$ cat config.mk
export PLATFORM = sky130hd
export DESIGN_NAME = program_loader
export DESIGN_NICKNAME = d
export VERILOG_FILES = /design/src/rtl/program_loader.sv
export SDC_FILE = /design/constraint.sdc
export NUM_CORES = 1
export LEC_CHECK = 0
export BUFFER_PORTS_ARGS = -buffer_cell sky130_fd_sc_hd__buf_4
export CAP_MARGIN = 10
export CORE_ASPECT_RATIO = 0.7
export CORE_MARGIN = 3
export CORE_UTILIZATION = 43
export CTS_BUF_LIST = sky130_fd_sc_hd__clkbuf_8
export DETAILED_ROUTE_END_ITERATION = 7
export PLACE_DENSITY_LB_ADDON = 0.12
export SLEW_MARGIN = 5
export SYNTH_ARGS = -nofsm -noshare
export SYNTH_HDL_FRONTEND = slang
export SYNTH_SLANG_ARGS = --single-unit
$ cat constraint.sdc
create_clock -name clock -period 1.5 [get_ports clock]
set_input_delay 0.075 -clock clock [delete_from_list [all_inputs] [get_ports clock]]
set_output_delay 0.075 -clock clock [all_outputs]
set_load 0.01 [all_outputs]
$ cat src/rtl/program_loader.sv
// rtl/program_loader.sv - streams a program into instruction memory, then releases and starts the CPU
// Optional checksum register enabled by defining PROGRAM_LOADER_CHECKSUM_EN.
module program_loader #(
    parameter int ADDR_WIDTH = 8,
    parameter int MAX_WORDS  = 256
) (
    input  logic                  clock,
    input  logic                  reset,
    input  logic                  load_req,
    input  logic                  word_valid,
    input  logic [31:0]           word_data,
    input  logic                  word_last,
    output logic                  word_ready,
    output logic                  imem_we,
    output logic [ADDR_WIDTH-1:0] imem_addr,
    output logic [31:0]           imem_wdata,
    output logic                  cpu_reset,
    output logic                  cpu_start,
    output logic [ADDR_WIDTH:0]   words_loaded,
    output logic                  load_done,
    output logic                  load_error,
    output logic [31:0]           checksum
);

    typedef enum logic [2:0] {
        IDLE,
        LOAD,
        RELEASE,
        RUN,
        ERROR
    } state_t;

    localparam logic [ADDR_WIDTH:0] LAST_IDX = (ADDR_WIDTH + 1)'(MAX_WORDS - 1);

    state_t                state_q, state_d;
    logic [ADDR_WIDTH:0]   words_loaded_q, words_loaded_d;
    logic                  imem_we_q, imem_we_d;
    logic [ADDR_WIDTH-1:0] imem_addr_q, imem_addr_d;
    logic [31:0]           imem_wdata_q, imem_wdata_d;
    logic                  word_ready_q, cpu_reset_q, cpu_start_q, load_error_q;
    logic                  accept;
    logic                  start_load;

    assign accept     = word_valid && (state_q == LOAD);
    assign start_load = load_req && (state_q == IDLE || state_q == RUN || state_q == ERROR);

    always_comb begin
        state_d        = state_q;
        words_loaded_d = words_loaded_q;
        imem_we_d      = 1'b0;
        imem_addr_d    = imem_addr_q;
        imem_wdata_d   = imem_wdata_q;
        if (start_load) begin
            state_d        = LOAD;
            words_loaded_d = '0;
        end else begin
            case (state_q)
                LOAD: begin
                    if (accept) begin
                        imem_we_d      = 1'b1;
                        imem_addr_d    = words_loaded_q[ADDR_WIDTH-1:0];
                        imem_wdata_d   = word_data;
                        words_loaded_d = words_loaded_q + 1'b1;
                        // The final-capacity word is still written before flagging overflow.
                        if (word_last)
                            state_d = RELEASE;
                        else if (words_loaded_q == LAST_IDX)
                            state_d = ERROR;
                    end
                end
                RELEASE: state_d = RUN;
                default: state_d = state_q;
            endcase
        end
    end

    // Decoded outputs are registered from the next state so they align with state_q.
    always_ff @(posedge clock or posedge reset) begin
        if (reset) begin
            state_q        <= IDLE;
            words_loaded_q <= '0;
            imem_we_q      <= 1'b0;
            imem_addr_q    <= '0;
            imem_wdata_q   <= '0;
            word_ready_q   <= 1'b0;
            cpu_reset_q    <= 1'b1;
            cpu_start_q    <= 1'b0;
            load_error_q   <= 1'b0;
        end else begin
            state_q        <= state_d;
            words_loaded_q <= words_loaded_d;
            imem_we_q      <= imem_we_d;
            imem_addr_q    <= imem_addr_d;
            imem_wdata_q   <= imem_wdata_d;
            word_ready_q   <= (state_d == LOAD);
            cpu_reset_q    <= (state_d == IDLE) || (state_d == LOAD) || (state_d == ERROR);
            cpu_start_q    <= (state_d == RUN);
            load_error_q   <= (state_d == ERROR);
        end
    end

`ifdef PROGRAM_LOADER_CHECKSUM_EN
    logic [31:0] checksum_q, checksum_d;

    always_comb begin
        checksum_d = checksum_q;
        if (start_load)
            checksum_d = '0;
        else if (accept)
            checksum_d = checksum_q ^ word_data;
    end

    always_ff @(posedge clock or posedge reset) begin
        if (reset)
            checksum_q <= '0;
        else
            checksum_q <= checksum_d;
    end

    assign checksum = checksum_q;
`else
    assign checksum = '0;
`endif

    assign word_ready   = word_ready_q;
    assign imem_we      = imem_we_q;
    assign imem_addr    = imem_addr_q;
    assign imem_wdata   = imem_wdata_q;
    assign cpu_reset    = cpu_reset_q;
    assign cpu_start    = cpu_start_q;
    assign load_done    = cpu_start_q;
    assign load_error   = load_error_q;
    assign words_loaded = words_loaded_q;

endmodule

==> key figures, run 1 <==
Yosys
  – Seq cells post-synth: 57
  – Share of synthesized registers carrying an async set or reset: 1.000
  – Mapped Cells: 287
  – Post-synth EDFFs: 0
  – Synth area leader: dfrtp_1
  – Syn Std Cell Area: between 2000 and 3000 µm²
  – Mean area per synthesized cell: 9.042 µm²
  – Seq/Total Area, Yosys: 0.5501
  – Cell variety after synth: 33
  – Ys Warns: 0
  – Synth top area share: 0.5400
  – Synth Flop Type: dfrtp_1
  – Top cells by area, synth: dfrtp_1, nand2_1, buf_4, buf_2, nand3_1

Worst setup path
  – Slowest cell on the critical path: or3b_1
  – Bufs and invs on worst path: 0
  – Flop-to-flop setup slack: 0.05 ns
  – WP data arrival: ~1.7 ns
  – Setup Crit Path Kind: register to register
  – CP required: 1.72 ns
  – Startpoint Class: register
  – Crit path cell chain: or3b_1 > nand2_2 > o21ba_2
  – Crit-path leading delay family: simple AND/OR/NAND/NOR gates
  – CP Max Fanout: 7
  – Worst Setup End Kind: register
  – CP max stage delay: about 0.50 ns

Placement
  – Placer congestion estimate: 0.7823
  – Dpl hpwl: between 4 and 5 mm
  – Port Buffer Count: 91
  – Dpl cell area: 3316 µm²

Detailed routing
  – Number of remaining DRC errors: 0
  – Initial drt markers: 46
  – Via count: 2252
  – Wire length on met3: 504 µm
  – WL met2: between 2 and 3 mm
  – Drt first pass iters: 4
  – Via density: 4.459
  – Final ANT Viol Nets: 0
  – Total length of routed wires: around 6.3 mm
  – DRT met1 WL: ~2.8 mm
  – Post-DR wirelength/cell: 12.56 µm
  – Top Layer Used: met4

STA
  – Final clock period utilization by the worst path: 0.9635
  – Setup-failing EPs final: 0
  – Final Hold Viols: 0
  – RSZ-0062 raised after global routing: yes
  – Tmin final: 1.445 ns
  – Skew final: 0.005126 ns
  – Final max-slew violation count: 0
  – Worst hold slack: 0.1247 ns
  – Peak Freq: 691.9 MHz

Power
  – VDD IR-drop max: 0.8082 mV
  – Pleak: around 0.0021 µW
  – P_int: 3978 µW
  – Part of the power in combinational logic: 0.411
  – Pwr per Cell Area: 1597 nW/µm²
  – Clock share of power: 0.197
  – Switch share: 0.3531
  – NetSw: ~2200 µW
  – Sequential Power Share: 0.392

Clock tree
  – Worst-case clock buffer depth: 2
  – Clock Sinks: 57
  – Clk Latency, worst-skew pair: 0.33 ns
  – Worst-path clk slew: approximately 0.06 ns
  – Post-CTS setup buffer count: 0
  – CTS Buf Count: 9
  – Clock root cell: clkbuf_8
  – H-tree depth: 3
  – CTS tree: done

Run status
  – Outcome: complete, no violations

GRT
  – Grt ovf: 0
  – Largest net degree at the start of global routing: 38
  – First-pass GRT wire length: 10.27 mm
  – Vias in the first global route: around 2200
  – Total track usage: 0.1846
  – Initial antenna violation count: 0

Run
  – MaxCap Viol Count: 0

Finish
  – Share of cells above drive strength 1: 0.3095
  – Final Util: 0.6961
  – Register area: 1428 µm²
  – Most common cell after layout, fill and taps aside: nand2_1
  – Most frequent cells in the layout: nand2_1, buf_4, dfrtp_1
  – Area of the multi-input gates: around 970 µm²
  – Fin nets: 467
  – Number of diodes: 0
  – Filler instances: approximately 440
  – Final instance area: 3851 µm²
  – Syn-to-layout area delta: 48.41%

Floorplan
  – Num ports: 124
  – Rows: 22
  – Initial core utilization: 0.4690
  – Core area: 5533 µm²
  – DIE WIDTH: 98.85 µm
  – Die height: approximately 71 µm
  – Die footprint: 7018 µm²

Min path
  – Hold/Removal Path Class: primary input to register
-- worst register-to-register path, cell delays in order (launching register included) --
cell and delay, ns:
dfrtp_1 0.46, or3b_1 0.50, nand2_2 0.19, o21ba_2 0.18
-- layout make-up --
| type | instances | area share |
|---|---|---|
| well taps | 72 | 0.02339 |
| clock inverters | 5 | 0.005848 |
| clock buffers | 11 | 0.03931 |
| multi-input cells | 211 | 0.2515 |
| repair buffers | 145 | 0.3047 |
| inverters | 4 | 0.004548 |
| flip-flops and latches | 57 | 0.3707 |
-- synth_stat cells (3+ instances only) --
master and n:
mux2i_1 3, dfrtp_1 56, buf_2 7, nand3_1 7
nand2b_1 3, or3_1 3, inv_1 3, buf_4 36
a21oi_1 5, o21ai_0 7, o22ai_1 3, nor2_1 4
nand2_1 125
-- what timing repair did --
item	CTS	global route
hold buffers	34	0
pin swaps	0	2
endpoints found under the setup margin	2	48
gates resized for setup	1	4
endpoints found under the hold margin	89	0
-- stage by stage --
stage                     setup TNS (ns)  instances  setup slack, ns  total power [µW]
after floorplan                -0.008488        318        -0.008488              3705
final                                  0        505          0.05469              6150
after global routing            -0.04673        505         -0.02789              6618
after detailed placement        -0.02673        455         -0.02673              4886
after CTS                              0        505          0.01045              6201
after global placement                 0        455          0.03190              4835
-- path summary, 6_finish.rpt --
| path | from | depth (start not counted) | to |
|---|---|---|---|
| worst max-delay path | state_q[0] | 3 | state_q[2] |
| worst min-delay path | word_last | 4 | cpu_reset |
| worst max register to register | state_q[0] | 3 | state_q[2] |
| worst min register to register | imem_addr[1] | 2 | imem_addr[1] |
| max in group asynchronous | reset | 4 | cpu_reset |
| min in group asynchronous | reset | 4 | imem_wdata[5] |
-- cells by family after synthesis --
family / count (synthesis) / synth area share
adders and majority gates: 2 / 0.009642
DFF: 57 / 0.5501
buffers and inverters: 50 / 0.1307
AOI/OAI and AO/OA: 20 / 0.04581
muxes: 3 / 0.01157
and+or+nand+nor: 154 / 0.2507
other: 1 / 0.001445
-- power groups by stage --
stage / sequential (µW) / clock [µW] / combinational (µW)
after floorplan: 2630 / 0 / 1070
after global placement: 2400 / 0 / 2440
after detailed placement: 2410 / 0 / 2470
after CTS: 2400 / 1260 / 2540
after global routing: 2480 / 1330 / 2810
final: 2410 / 1210 / 2530
-- flip-flops by register name, summed over array words and instances, names as in the netlist --
register / cells
imem_wdata: 32
words_loaded: 9
imem_addr: 8
state_q: 3
cpu_reset: 1
cpu_start: 1
imem_we: 1
load_error: 1
word_ready: 1
-- per-layer routing --
metal / up-vias / track usage
met2: 84 / 0.2909
li1: 1128 / -
met5: - / 0
met3: 8 / 0.07389
met1: 1032 / 0.2327
met4: 0 / 0.06212
Power figures use the tool's default switching activity.
==> run 2, diff against run 1 <==
--- a/config.mk
+++ b/config.mk
@@ -12,7 +12,7 @@
 export CORE_UTILIZATION = 43
 export CTS_BUF_LIST = sky130_fd_sc_hd__clkbuf_8
 export DETAILED_ROUTE_END_ITERATION = 7
-export PLACE_DENSITY_LB_ADDON = 0.12
+export PLACE_DENSITY = 0.89
 export SLEW_MARGIN = 5
 export SYNTH_ARGS = -nofsm -noshare
 export SYNTH_HDL_FRONTEND = slang
==> run 2 against run 1 <==
Effect of this change:
- flip-flop and latch count unchanged
- clock-buffer cell count unchanged
- hold slack got worse by 0.025 ns
- die area unchanged
- design area increased by 2.5%
- clock power increased by 33%
- fmax increased by 2.6%
- cell count increased by 0.99%
- combinational power increased by 3%
- first-iteration DRC count increased to 3.8 times the previous value
- critical path type unchanged
==> key figures, run 2 (same netlist as run 1, synthesis figures left out) <==
Run status
  – Outcome: complete, no violations (unchanged)

Finish
  – Largest register FFs: 32 (unchanged)
  – Filler instances: 407 (was 438)
  – Share of cells above drive strength 1: 0.3242 (was 0.3095)
  – Most frequent cells in the layout: nand2_1, buf_4, dfrtp_1 (unchanged)
  – Fin cells: 510 (was 505)
  – Number of diodes: 0 (unchanged)
  – Syn-to-layout area delta: 52.12% (was 48.41%)
  – Fin nets: 472 (was 467)
  – Final Util: 0.7135 (was 0.6961)
  – Register area: 1428 µm² (unchanged)
  – Most common cell after layout, fill and taps aside: nand2_1 (unchanged)
  – Area of the multi-input gates: 972.2 µm² (was 968.4 µm²)

Clock tree
  – H-tree depth: 3 (unchanged)
  – CTS Buf Count: 9 (unchanged)
  – Clock Sinks: 57 (unchanged)
  – Worst-case clock buffer depth: 2 (unchanged)
  – Worst-path clk slew: 0.06 ns (about the same)
  – CTS tree: done (unchanged)
  – Clock root cell: clkbuf_8 (unchanged)
  – Clk Latency, worst-skew pair: 0.33 ns (about the same)

Worst setup path
  – Flop-to-flop setup slack: 0.09 ns (was 0.05 ns)
  – CP Max Fanout: 7 (unchanged)
  – R2R Path End: state_q[2] (unchanged)
  – Worst Reg-to-Reg Cells: 3 (unchanged)
  – WP data arrival: 1.62 ns (was 1.66 ns)
  – Startpoint Class: register (unchanged)
  – Worst Setup End Kind: register (unchanged)
  – CP required: 1.71 ns (was 1.72 ns)
  – Setup Crit Path Kind: register to register (unchanged)
  – Reg-to-reg critical path startpoint: state_q[1] (was state_q[0])

STA
  – Tmin final: 1.409 ns (was 1.445 ns)
  – Peak Freq: 709.9 MHz (was 691.9 MHz)
  – Final Hold Viols: 0 (unchanged)
  – RSZ-0062 raised after global routing: yes (unchanged)
  – Final clock period utilization by the worst path: 0.9390 (was 0.9635)
  – Final max-slew violation count: 0 (unchanged)
  – Skew final: 0.006439 ns (was 0.005126 ns)
  – Setup-failing EPs final: 0 (unchanged)
  – Setup TNS: 0 ns (unchanged)

GRT
  – Grt ovf: 0 (unchanged)
  – Initial antenna violation count: 0 (unchanged)
  – Largest net degree at the start of global routing: 27 (was 38)
  – First-pass GRT wire length: 10.99 mm (was 10.27 mm)
  – Vias in the first global route: 2247 (was 2161)
  – Total track usage: 0.2003 (was 0.1846)

Detailed routing
  – Initial drt markers: 177 (was 46)
  – Via density: 4.657 (was 4.459)
  – Number of remaining DRC errors: 0 (unchanged)
  – Via count: 2375 (was 2252)
  – Final ANT Viol Nets: 0 (unchanged)
  – Post-DR wirelength/cell: 13.61 µm (was 12.56 µm)
  – Drt first pass iters: 4 (unchanged)
  – Total length of routed wires: 6.939 mm (was 6.341 mm)

Placement
  – Dpl hpwl: 4.583 mm (was 4.343 mm)
  – Port Buffer Count: 91 (unchanged)
  – Cell total after placement: 457 (was 455)
  – Placer congestion estimate: 0.8949 (was 0.7823)

Floorplan
  – Initial core utilization: 0.4690 (unchanged)
  – Die footprint: 7018 µm² (unchanged)
  – DIE WIDTH: 98.85 µm (unchanged)
  – Die height: 71.00 µm (unchanged)
  – Core area: 5533 µm² (unchanged)
  – Rows: 22 (unchanged)
  – Num ports: 124 (unchanged)

Run
  – MaxCap Viol Count: 0 (unchanged)

Power
  – Power, Total: 6618 µW (was 6150 µW)
  – Pleak: 0.002173 µW (was 0.002133 µW)
  – VDD IR-drop max: 1.004 mV (was 0.8082 mV)
  – Pwr per Cell Area: 1677 nW/µm² (was 1597 nW/µm²)

Min path
  – Hold Crit Endpoint: word_ready (was cpu_reset)
  – Hold/Removal Path Class: primary input to register (unchanged)
  – Worst Hold Depth: 3 (was 4)
  – Min-delay src: word_valid (was word_last)
-- run 2: changes by cell type in the layout (fill, tap and decap cells not counted) --
cell        change
buf_4           +5
bufinv_16       +2
inv_1           -2
clkinv_2        -1
clkinvlp_4      +1
o21ai_0         -1
o21ai_2         +1
-- run 2: metrics by stage --
stage,hold WS (ns),setup slack [ns],instance area (µm²)
after floorplan,0.1613,-0.008488,2711
after global placement,0.1164,0.06437,3331
after detailed placement,0.1218,0.04725,3331
after CTS,0.1022,0.03046,3900
after global routing,0.09284,-0.008267,3948
final,0.1001,0.09143,3948
-- run 2: worst max path at each step --
stage | startpoint | depth (start not counted) | to | slack (ns)
2_1_floorplan | words_loaded[0] | 6 | state_q[2] | -0.008
3_3_place_gp | words_loaded[5] | 6 | state_q[0] | 0.06
5_1_grt | words_loaded[5] | 6 | load_error | -0.008
6_report | state_q[1] | 3 | state_q[2] | 0.09
4_1_cts | words_loaded[5] | 6 | state_q[0] | 0.03
3_5_place_dp | words_loaded[5] | 6 | state_q[0] | 0.05
-- run 2: layer usage --
layer | vias to the layer above | part of all wire | global-route usage
met5 | - | 0 | 0
met4 | 0 | 0.010 | 0.05303
met3 | 6 | 0.075 | 0.07586
met2 | 111 | 0.50 | 0.3318
met1 | 1117 | 0.41 | 0.2478
li1 | 1141 | - | -
-- run 2: layout make-up --
cell class / instances / area share
Tap cell: 72 / 0.02282
Multi-Input combinational cell: 211 / 0.2463
Inverter: 4 / 0.004437
Sequential cell: 57 / 0.3616
Clock inverter: 5 / 0.01965
Timing Repair Buffer: 150 / 0.3068
Clock buffer: 11 / 0.03835
-- run 2: what timing repair did --
item | 4_1_cts | 5_1_grt
endpoints found under the setup margin | 0 | 23
hold buffers | 34 | 0
buffers inserted | 0 | 3
resized for setup | 0 | 7
endpoints found under the hold margin | 50 | 0
-- run 2: worst max-delay path, stage by stage, from the launching register on --
cell     delay [ns]
dfrtp_1        0.41
or3b_1         0.52
nand2_2        0.19
o21ba_2        0.18
-- run 2: power by group --
| group | total [µW] | internal [µW] | switching (µW) |
|---|---|---|---|
| clock network | 1610 | 1020 | 592 |
| logic | 2610 | 1250 | 1360 |
| registers | 2390 | 2090 | 308 |
| total | 6620 | 4360 | 2260 |
